<file path="src/rtl/br_pred_if.sv">
// Fetch-side lookup and EXE-side update signals of the branch predictor.
// The master modport drives requests; the slave modport is the predictor.
interface br_pred_if #(
    parameter int unsigned PC_SZ = 32
);
    logic             pf_valid_in;
    logic [PC_SZ-1:0] pf_pc_in;
    logic             hold_in;
    logic             flush_in;
    logic             pred_valid_out;
    logic             pred_taken_out;
    logic [PC_SZ-1:0] pred_pc_out;

    logic             upd_valid_in;
    logic [PC_SZ-1:0] upd_pc_in;
    logic             upd_taken_in;
    logic [PC_SZ-1:0] upd_next_pc_in;
    logic [PC_SZ-1:0] upd_pred_pc_in;
    logic             mispredict_out;
    logic [PC_SZ-1:0] redirect_pc_out;
    logic [31:0]      br_cnt_out;
    logic [31:0]      mis_cnt_out;

    modport master (
        output pf_valid_in, pf_pc_in, hold_in, flush_in,
        output upd_valid_in, upd_pc_in, upd_taken_in, upd_next_pc_in, upd_pred_pc_in,
        input  pred_valid_out, pred_taken_out, pred_pc_out,
        input  mispredict_out, redirect_pc_out, br_cnt_out, mis_cnt_out
    );

    modport slave (
        input  pf_valid_in, pf_pc_in, hold_in, flush_in,
        input  upd_valid_in, upd_pc_in, upd_taken_in, upd_next_pc_in, upd_pred_pc_in,
        output pred_valid_out, pred_taken_out, pred_pc_out,
        output mispredict_out, redirect_pc_out, br_cnt_out, mis_cnt_out
    );
endinterface

</file>
<file path="src/rtl/br_pred.sv">
// Direct-mapped branch target buffer with 2-bit counters: one-cycle lookup,
// update from EXE, registered mispredict redirect and branch statistics.
module br_pred #(
    parameter int unsigned PC_SZ   = 32,
    parameter int unsigned ENTRIES = 16,
    parameter int unsigned C_EXT   = 0
) (
    input logic       clk_in,
    input logic       reset_in,
    br_pred_if.slave  bp
);
    localparam int unsigned IDX    = $clog2(ENTRIES);
    localparam int unsigned B      = (C_EXT != 0) ? 1 : 2;
    localparam int unsigned TAG_SZ = PC_SZ - IDX - B;

    logic [ENTRIES-1:0] valid_q;
    logic [TAG_SZ-1:0]  tag_q    [ENTRIES];
    logic [PC_SZ-1:0]   target_q [ENTRIES];
    logic [1:0]         ctr_q    [ENTRIES];

    logic             pred_valid_q;
    logic             pred_taken_q;
    logic [PC_SZ-1:0] pred_pc_q;
    logic             mispredict_q;
    logic [PC_SZ-1:0] redirect_pc_q;
    logic [31:0]      br_cnt_q;
    logic [31:0]      mis_cnt_q;

    logic [IDX-1:0]    lk_idx;
    logic [TAG_SZ-1:0] lk_tag;
    logic              lk_hit;
    logic              lk_taken;
    logic [PC_SZ-1:0]  lk_pc;

    logic [IDX-1:0]    up_idx;
    logic [TAG_SZ-1:0] up_tag;
    logic              up_hit;
    logic [1:0]        up_ctr;
    logic              up_mis;

    always_comb begin
        lk_idx   = bp.pf_pc_in[IDX+B-1:B];
        lk_tag   = bp.pf_pc_in[PC_SZ-1:IDX+B];
        lk_hit   = valid_q[lk_idx] && (tag_q[lk_idx] == lk_tag);
        lk_taken = lk_hit && ctr_q[lk_idx][1];
        lk_pc    = lk_taken ? target_q[lk_idx] : bp.pf_pc_in + PC_SZ'(4);
    end

    always_comb begin
        up_idx = bp.upd_pc_in[IDX+B-1:B];
        up_tag = bp.upd_pc_in[PC_SZ-1:IDX+B];
        up_hit = valid_q[up_idx] && (tag_q[up_idx] == up_tag);
        up_ctr = ctr_q[up_idx];
        if (bp.upd_taken_in) begin
            if (up_ctr != 2'b11) up_ctr = up_ctr + 2'd1;
        end else begin
            if (up_ctr != 2'b00) up_ctr = up_ctr - 2'd1;
        end
        up_mis = bp.upd_valid_in && (bp.upd_pred_pc_in != bp.upd_next_pc_in);
    end

    // Lookup reads the pre-update entry since the table only changes at the edge.
    always_ff @(posedge clk_in or posedge reset_in) begin
        if (reset_in) begin
            valid_q <= '0;
            for (int unsigned i = 0; i < ENTRIES; i++) begin
                tag_q[i]    <= '0;
                target_q[i] <= '0;
                ctr_q[i]    <= 2'b01;
            end
        end else if (bp.upd_valid_in) begin
            if (up_hit) begin
                ctr_q[up_idx] <= up_ctr;
                if (bp.upd_taken_in) target_q[up_idx] <= bp.upd_next_pc_in;
            end else if (bp.upd_taken_in) begin
                valid_q[up_idx]  <= 1'b1;
                tag_q[up_idx]    <= up_tag;
                target_q[up_idx] <= bp.upd_next_pc_in;
                ctr_q[up_idx]    <= 2'b10;
            end
        end
    end

    // Flush wins over hold; hold freezes every prediction output.
    always_ff @(posedge clk_in or posedge reset_in) begin
        if (reset_in) begin
            pred_valid_q <= 1'b0;
            pred_taken_q <= 1'b0;
            pred_pc_q    <= '0;
        end else if (bp.flush_in) begin
            pred_valid_q <= 1'b0;
        end else if (!bp.hold_in) begin
            pred_valid_q <= bp.pf_valid_in;
            if (bp.pf_valid_in) begin
                pred_taken_q <= lk_taken;
                pred_pc_q    <= lk_pc;
            end
        end
    end

    always_ff @(posedge clk_in or posedge reset_in) begin
        if (reset_in) begin
            mispredict_q  <= 1'b0;
            redirect_pc_q <= '0;
            br_cnt_q      <= '0;
            mis_cnt_q     <= '0;
        end else begin
            mispredict_q <= up_mis;
            if (up_mis) redirect_pc_q <= bp.upd_next_pc_in;
            if (bp.upd_valid_in && (br_cnt_q != '1)) br_cnt_q <= br_cnt_q + 32'd1;
            if (up_mis && (mis_cnt_q != '1)) mis_cnt_q <= mis_cnt_q + 32'd1;
        end
    end

    assign bp.pred_valid_out  = pred_valid_q;
    assign bp.pred_taken_out  = pred_taken_q;
    assign bp.pred_pc_out     = pred_pc_q;
    assign bp.mispredict_out  = mispredict_q;
    assign bp.redirect_pc_out = redirect_pc_q;
    assign bp.br_cnt_out      = br_cnt_q;
    assign bp.mis_cnt_out     = mis_cnt_q;
endmodule

</file>
<file path="src/flat_wrapper.sv">
// flat-port wrapper written by rule: the top's interface ports become plain ports
module br_pred_flat 
#(
    parameter int unsigned PC_SZ   = 32,
    parameter int unsigned ENTRIES = 16,
    parameter int unsigned C_EXT   = 0
)
  (clk_in, reset_in, bp_pf_valid_in, bp_pf_pc_in, bp_hold_in, bp_flush_in, bp_upd_valid_in, bp_upd_pc_in, bp_upd_taken_in, bp_upd_next_pc_in, bp_upd_pred_pc_in, bp_pred_valid_out, bp_pred_taken_out, bp_pred_pc_out, bp_mispredict_out, bp_redirect_pc_out, bp_br_cnt_out, bp_mis_cnt_out);
  br_pred_if #(.PC_SZ(PC_SZ)) bp_i ();
  input logic clk_in;
  input logic reset_in;
  input wire logic [$bits(bp_i.pf_valid_in)-1:0] bp_pf_valid_in;
  input wire logic [$bits(bp_i.pf_pc_in)-1:0] bp_pf_pc_in;
  input wire logic [$bits(bp_i.hold_in)-1:0] bp_hold_in;
  input wire logic [$bits(bp_i.flush_in)-1:0] bp_flush_in;
  input wire logic [$bits(bp_i.upd_valid_in)-1:0] bp_upd_valid_in;
  input wire logic [$bits(bp_i.upd_pc_in)-1:0] bp_upd_pc_in;
  input wire logic [$bits(bp_i.upd_taken_in)-1:0] bp_upd_taken_in;
  input wire logic [$bits(bp_i.upd_next_pc_in)-1:0] bp_upd_next_pc_in;
  input wire logic [$bits(bp_i.upd_pred_pc_in)-1:0] bp_upd_pred_pc_in;
  output wire logic [$bits(bp_i.pred_valid_out)-1:0] bp_pred_valid_out;
  output wire logic [$bits(bp_i.pred_taken_out)-1:0] bp_pred_taken_out;
  output wire logic [$bits(bp_i.pred_pc_out)-1:0] bp_pred_pc_out;
  output wire logic [$bits(bp_i.mispredict_out)-1:0] bp_mispredict_out;
  output wire logic [$bits(bp_i.redirect_pc_out)-1:0] bp_redirect_pc_out;
  output wire logic [$bits(bp_i.br_cnt_out)-1:0] bp_br_cnt_out;
  output wire logic [$bits(bp_i.mis_cnt_out)-1:0] bp_mis_cnt_out;
  assign bp_i.pf_valid_in = bp_pf_valid_in;
  assign bp_i.pf_pc_in = bp_pf_pc_in;
  assign bp_i.hold_in = bp_hold_in;
  assign bp_i.flush_in = bp_flush_in;
  assign bp_i.upd_valid_in = bp_upd_valid_in;
  assign bp_i.upd_pc_in = bp_upd_pc_in;
  assign bp_i.upd_taken_in = bp_upd_taken_in;
  assign bp_i.upd_next_pc_in = bp_upd_next_pc_in;
  assign bp_i.upd_pred_pc_in = bp_upd_pred_pc_in;
  assign bp_pred_valid_out = bp_i.pred_valid_out;
  assign bp_pred_taken_out = bp_i.pred_taken_out;
  assign bp_pred_pc_out = bp_i.pred_pc_out;
  assign bp_mispredict_out = bp_i.mispredict_out;
  assign bp_redirect_pc_out = bp_i.redirect_pc_out;
  assign bp_br_cnt_out = bp_i.br_cnt_out;
  assign bp_mis_cnt_out = bp_i.mis_cnt_out;
  br_pred #(.PC_SZ(PC_SZ), .ENTRIES(ENTRIES), .C_EXT(C_EXT)) u_core (.clk_in(clk_in), .reset_in(reset_in), .bp(bp_i));
endmodule
</file>
<file path="config.mk">
export PLATFORM = sky130hd
export DESIGN_NAME = br_pred_flat
export DESIGN_NICKNAME = d
export VERILOG_FILES = /design/src/rtl/br_pred_if.sv /design/src/rtl/br_pred.sv /design/src/flat_wrapper.sv
export SDC_FILE = /design/constraint.sdc
export NUM_CORES = 2
export LEC_CHECK = 0
export CAP_MARGIN = 10
export CORE_MARGIN = 3
export CORE_UTILIZATION = 30
export CTS_BUF_LIST = sky130_fd_sc_hd__clkbuf_8
export DETAILED_ROUTE_END_ITERATION = 12
export GPL_ROUTABILITY_DRIVEN = 1
export GPL_TIMING_DRIVEN = 0
export SLEW_MARGIN = 30
export SYNTH_ARGS = -nofsm -noshare
export SYNTH_HDL_FRONTEND = slang
export SYNTH_SLANG_ARGS = --single-unit
</file>
<file path="constraint.sdc">
create_clock -name clk_in -period 77.8 [get_ports clk_in]
set_input_delay 15.56 -clock clk_in [delete_from_list [all_inputs] [get_ports clk_in]]
set_output_delay 15.56 -clock clk_in [all_outputs]
set_load 0.005 [all_outputs]
</file>
# Word level (Yosys, flattened, before mapping)
# Index checks and enable logic that the tools add are counted.
# word_totals
mem_bits_ro,0
mem_bits_rw,0
input_bits,135
n_memories,0
out_inout_bits,131
latchBits,0
regBits,1107
elab_cells,135
# classes
mux,38
n_bitwise,9
div,0
magnitude_cmp,6
mul,0
eq_ne,7
add_sub_neg,5
shift,0
n_reduce_logical,14
# ops
op,count
512-bit bitwise mux,1
416-bit bitwise mux,1
26-bit binary-select mux with 4-bit select,2
32-bit 2-to-1 mux,6
26-bit 2-to-1 mux,5
32-bit binary-select mux with 4-bit select,1
32-bit demux with 4-bit select,1
26-bit demux with 4-bit select,1
"32-bit by 1-bit adder with 32-bit output, second input constant",2
"32-bit != test, second input constant",2
26-bit equality test,2
"32-bit by 3-bit adder with 32-bit output, second input constant",1
32-bit bitwise mux,1
32-bit != test,1
16-bit bitwise OR,2
16-bit AND,1
2-bit binary-select mux with 4-bit select,2
2-bit 2-to-1 mux,8
16-bit inverter,1
"5-bit >= comparator, second input constant",2
"4-bit by 5-bit < comparator with 1-bit output, second input constant",2
4-bit inverter with 5-bit output,2
1-bit binary-select mux with 4-bit select,2
2-bit demux with 4-bit select,1
other kinds (13),29

# Depth between registers and ports, before layout
# logic_depth
depth_word,9
ltp_mapped,15
ltp_nobuf,10

# Worst setup path before layout
# OpenSTA, ideal clock, no wires.
# synth_path
kind,input-to-reg
start,input port bp_pf_pc_in[2]
end,"register u_core.pred_pc_q[21], in the netlist u_core.bp.pred_pc_out[21]"
setup_ps,137
stages,11
arrival_time_ps,18615
required_ps,77663
slack_ps,59048
cell_sequence,buf_2 buf_4 buf_2 buf_4 buf_2 buf_2 buf_1 mux4_2 mux4_2 mux2i_1 a21oi_1
# synth_via
elab_chain_cells,8
word_cells_on_any_way,17
cone_classes,add/sub (1); eq/ne (1); mux (12); bitwise (1); reduce/logical (2)
# synth_rtl
element,line_no,text
"start, declared",flat_wrapper.sv:13,input wire logic [$bits(bp_i.pf_pc_in)-1:0] bp_pf_pc_in;
4-bit inverter with 5-bit output (implied by the code),"br_pred.sv:44, br_pred.sv:45, br_pred.sv:46",
26-bit binary-select mux with 4-bit select,br_pred.sv:44,lk_hit = valid_q[lk_idx] && (tag_q[lk_idx] == lk_tag);
26-bit 2-to-1 mux (implied by the code) (2 in a row),br_pred.sv:44,
26-bit equality test,br_pred.sv:44,
1-bit logical AND,br_pred.sv:44,
1-bit logical AND,br_pred.sv:45,lk_taken = lk_hit && ctr_q[lk_idx][1];
32-bit 2-to-1 mux (*),br_pred.sv:46,lk_pc = lk_taken ? target_q[lk_idx] : bp.pf_pc_in + PC_SZ'(4);
"end signal, assigned",br_pred.sv:96,pred_pc_q <= lk_pc;
"end, declared",br_pred.sv:23,logic [PC_SZ-1:0] pred_pc_q;
# Mark *: on every way between the ends. The rest lies on a longest branch, timed or not. The select of a mux whose other input is x is not followed.
# A chain may end at the register's enable or synchronous reset.

# Final worst setup path
# layout_path
start,input port bp_pf_pc_in[2]
end,"register u_core.pred_pc_q[11], in the netlist u_core.bp.pred_pc_out[11]"
# Same word-level chain as after synthesis.

==> flow_summary.json <==
{
  "timing.final.crit_share_pct": 27.0,
  "path_cells": "clkdlybuf4s50_1, buf_2, buf_4, buf_2, inv_2, buf_2, mux2i_1, a21oi_1, a2111oi_0, nand4_1, nor4_4, buf_4, mux2i_1, o21ai_0",
  "area_growth_pct": 17.9,
  "synth-simple-area-share_pct": 8.48,
  "synth_top_family_by_area": "multiplexers",
  "cts_buffer_depth": 3,
  "cts_tree": "built",
  "dr.pass1.iters": 6,
  "coreArea_um2": 186000,
  "vias": 39700,
  "cts_buffers": 200,
  "relSlewSlack_pct": 29.1,
  "cp.arrival_ns": 21.81,
  "ys_ff_latch": 1107,
  "die_y_um": 439,
  "fmax_mhz": 47.6,
  "async_reset_ff_share_pct": 100,
  "gr-total-overflow": 0,
  "setup_slack_ns": 56.78,
  "synth.area.top_cells": "dfrtp_1 (49%), mux4_2 (13%), mux2_2 (12%)",
  "initialDrtViolationCount": 4050,
  "synth-xor-area-share_pct": 2.62,
  "setup_viol": 0,
  "p_total_mw": 1.67,
  "fin_skew_ns": 0.0822,
  "portBuffers": 215,
  "synth_fa_ha_area_share_pct": 0.103,
  "num_rows": 158,
  "final_cell_area_um2": 66200,
  "critPathLaunchType": "input port",
  "synth_top_area_share_pct": 48.6,
  "path_class": "in2reg",
  "cts_hold_buffers": 0,
  "drc": 0,
  "min_path_type": "reg2reg",
  "cts_resized": 0,
  "synth_area_per_cell_um2": 13.2,
  "pin_count": 266,
  "maxSlewViolCount": 0,
  "clk_pin_slew_worst_paths_ns": 0.07,
  "initial_core_util_pct": 30.2,
  "tns_ns": 0,
  "grt.total_usage_pct": 21.0,
  "grt_pass1_vias": 40400,
  "multi_input_area_um2": 26600,
  "cts-root-buf": "clkbuf_8",
  "yosysMostFrequentCell": "dfrtp_1",
  "synth_compound_area_share_pct": 2.52,
  "synth_area_leader_cell": "dfrtp_1",
  "hold_viol_final": 0,
  "wirelength_um": 204000,
  "synth_ff_type": "dfrtp_1",
  "fillers": 18200,
  "synthCells": 4246,
  "globalplace.congestion": 0.965,
  "grt_max_degree": 93,
  "ys_warn_count": 0,
  "cp.required_ns": 78.59,
  "regArea_um2": 27700,
  "crit_path_max_incr_delay_ns": 0.83,
  "dp_hpwl_um": 142000,
  "drive_gt1_share_pct": 33.5,
  "synthTopCellsByCount": "dfrtp_1 (1,091), nand2_1 (742), mux2_2 (595)",
  "syn_area_um2": 56200,
  "h-tree-depth": 4,
  "syn_nets": 4384,
  "post_dp_cell_area_um2": 61900,
  "cts_num_sinks": 1107,
  "irDropWorstVdd_mv": 0.0150,
  "cp-end-kind": "register",
  "slowest_stage": "a2111oi_0",
  "dieArea_um2": 192000,
  "pre_cts_ws_ns": 56.04,
  "cpMostUsedCell": "buf_2",
  "insertion_delay_ns": 0.97,
  "utilization_pct": 35.6,
  "rsz0062_at_grt": "no",
  "synth_seq_area_share_pct": 49.4,
  "path_max_fanout": 10,
  "yosysUniqueCellTypes": 72,
  "max_cap_violations": 0,
  "cts_setup_buffers": 0,
  "status": "finished clean",
  "period_minus_slack_ns": 21.02,
  "worstMarginPinSlew_ns": 1.06,
  "die_w_um": 439,
  "critical_path.top_delay_family": "buffers and inverters",
  "grt_first_pass_wirelength_um": 294000,
  "synthMuxAreaShare_pct": 33.7,
  "cellLeakagePower_nw": 29.1,
  "nets": 4817,
  "path_buf_inv": 7,
  "synth-edff-count": 0,
  "route.detailed.wl_per_inst_um": 27.9,
  "antenna_found_initial": 18,
  "cellPowerDensity_nw_per_um2": 25.2,
  "drtAntennaViolNets": 0,
  "vias_per_cell": 5.42
}
==> layout make-up <==
class                           instances  area share (%)
Inverter                               22           0.136
Clock inverter                        108            1.23
Timing Repair Buffer                  231            3.86
Sequential cell                      1107            41.9
Clock buffer                          251            5.22
Antenna cell                            9          0.0340
Multi-Input combinational cell       2760            40.2
Tap cell                             2480            4.69
Buffer                                357            2.69
==> per-stage QoR <==
stage               instances  hold WS (ns)
floorplan                4246         0.441
global placement         6941         0.454
detailed placement       6957         0.458
CTS                      7316         0.475
global route             7323         0.493
finish                   7325         0.472
==> routing by layer <==
| layer | vias to the layer above | wire length (um) | global-route usage, % |
|---|---|---|---|
| li1 | 16200 | - | - |
| met1 | 21000 | 82300 | 27.4 |
| met2 | 2120 | 93800 | 32.6 |
| met3 | 478 | 19100 | 5.82 |
| met4 | 4 | 9330 | 8.93 |
| met5 | - | 21 | 0 |
==> where the power goes <==
part | internal [mW] | total (mW) | leakage [nW] | switching [mW]
combinational | 0.184 | 0.334 | 12.6 | 0.150
clock | 0.312 | 0.584 | 2.41 | 0.272
sequential | 0.681 | 0.752 | 14.1 | 0.0716
==> cells by family after synthesis <==
logic type,after synthesis
mux,1308
buf+inv,379
flops,1107
fa+ha+maj,5
simple gates,1071
xor+xnor,168
compound gates,208
==> cell usage in the layout, fill, tap and decap left out, drive strengths merged, types with 7 or more instances in the layout <==
cell / synthesis / final
a21oi: 38 / 38
a221oi: 14 / 14
a22o: 9 / 9
a22oi: 28 / 28
a31oi: 11 / 11
and2: 16 / 16
and3: 29 / 29
buf: 138 / 153
clkbuf: 219 / 471
clkdlybuf4s50: 0 / 215
clkinv: 0 / 27
dfrtp: 1091 / 1091
dfstp: 16 / 16
diode: 0 / 9
inv: 22 / 92
mux2: 785 / 785
mux2i: 194 / 194
mux4: 329 / 329
nand2: 749 / 749
nand3: 60 / 60
nand4: 24 / 24
nor2: 95 / 95
nor2b: 15 / 15
nor3: 11 / 11
nor4: 27 / 27
o21ai: 50 / 50
o22ai: 8 / 8
o311ai: 7 / 7
or2: 19 / 19
xnor2: 92 / 92
xor2: 76 / 76
==> worst min-delay path: cells and delay by family (launching register included) <==
kind	cells	cell delay, ns
and+or+nand+nor	2	0.11
DFF	1	0.34
==> worst paths after layout <==
check / from / to / slack, ns / cells after the start
worst max-delay path: bp_pf_pc_in[2] / u_core.bp.pred_pc_out[11] / 56.78 / 14
worst min-delay path: u_core.target_q[170] / u_core.target_q[170] / 0.47 / 2
worst max register to register: u_core.tag_q[151] / u_core.tag_q[207] / 72.70 / 10
worst min register to register: u_core.target_q[170] / u_core.target_q[170] / 0.47 / 2
max in group asynchronous: reset_in / u_core.bp.redirect_pc_out[22] / 60.22 / 7
min in group asynchronous: reset_in / u_core.bp.br_cnt_out[28] / 15.11 / 2
==> registers in the layout, indices dropped and copies added (netlist names) <==
name and flops:
u_core.bp.pred_taken_out 1, u_core.tag_q 416, u_core.target_q 512, u_core.bp.redirect_pc_out 32
u_core.bp.mis_cnt_out 32, u_core.bp.br_cnt_out 32, u_core.bp.mispredict_out 1, u_core.ctr_q 32
u_core.bp.pred_pc_out 32, u_core.valid_q 16, u_core.bp.pred_valid_out 1
No activity file was read; power rests on OpenSTA's default activity.
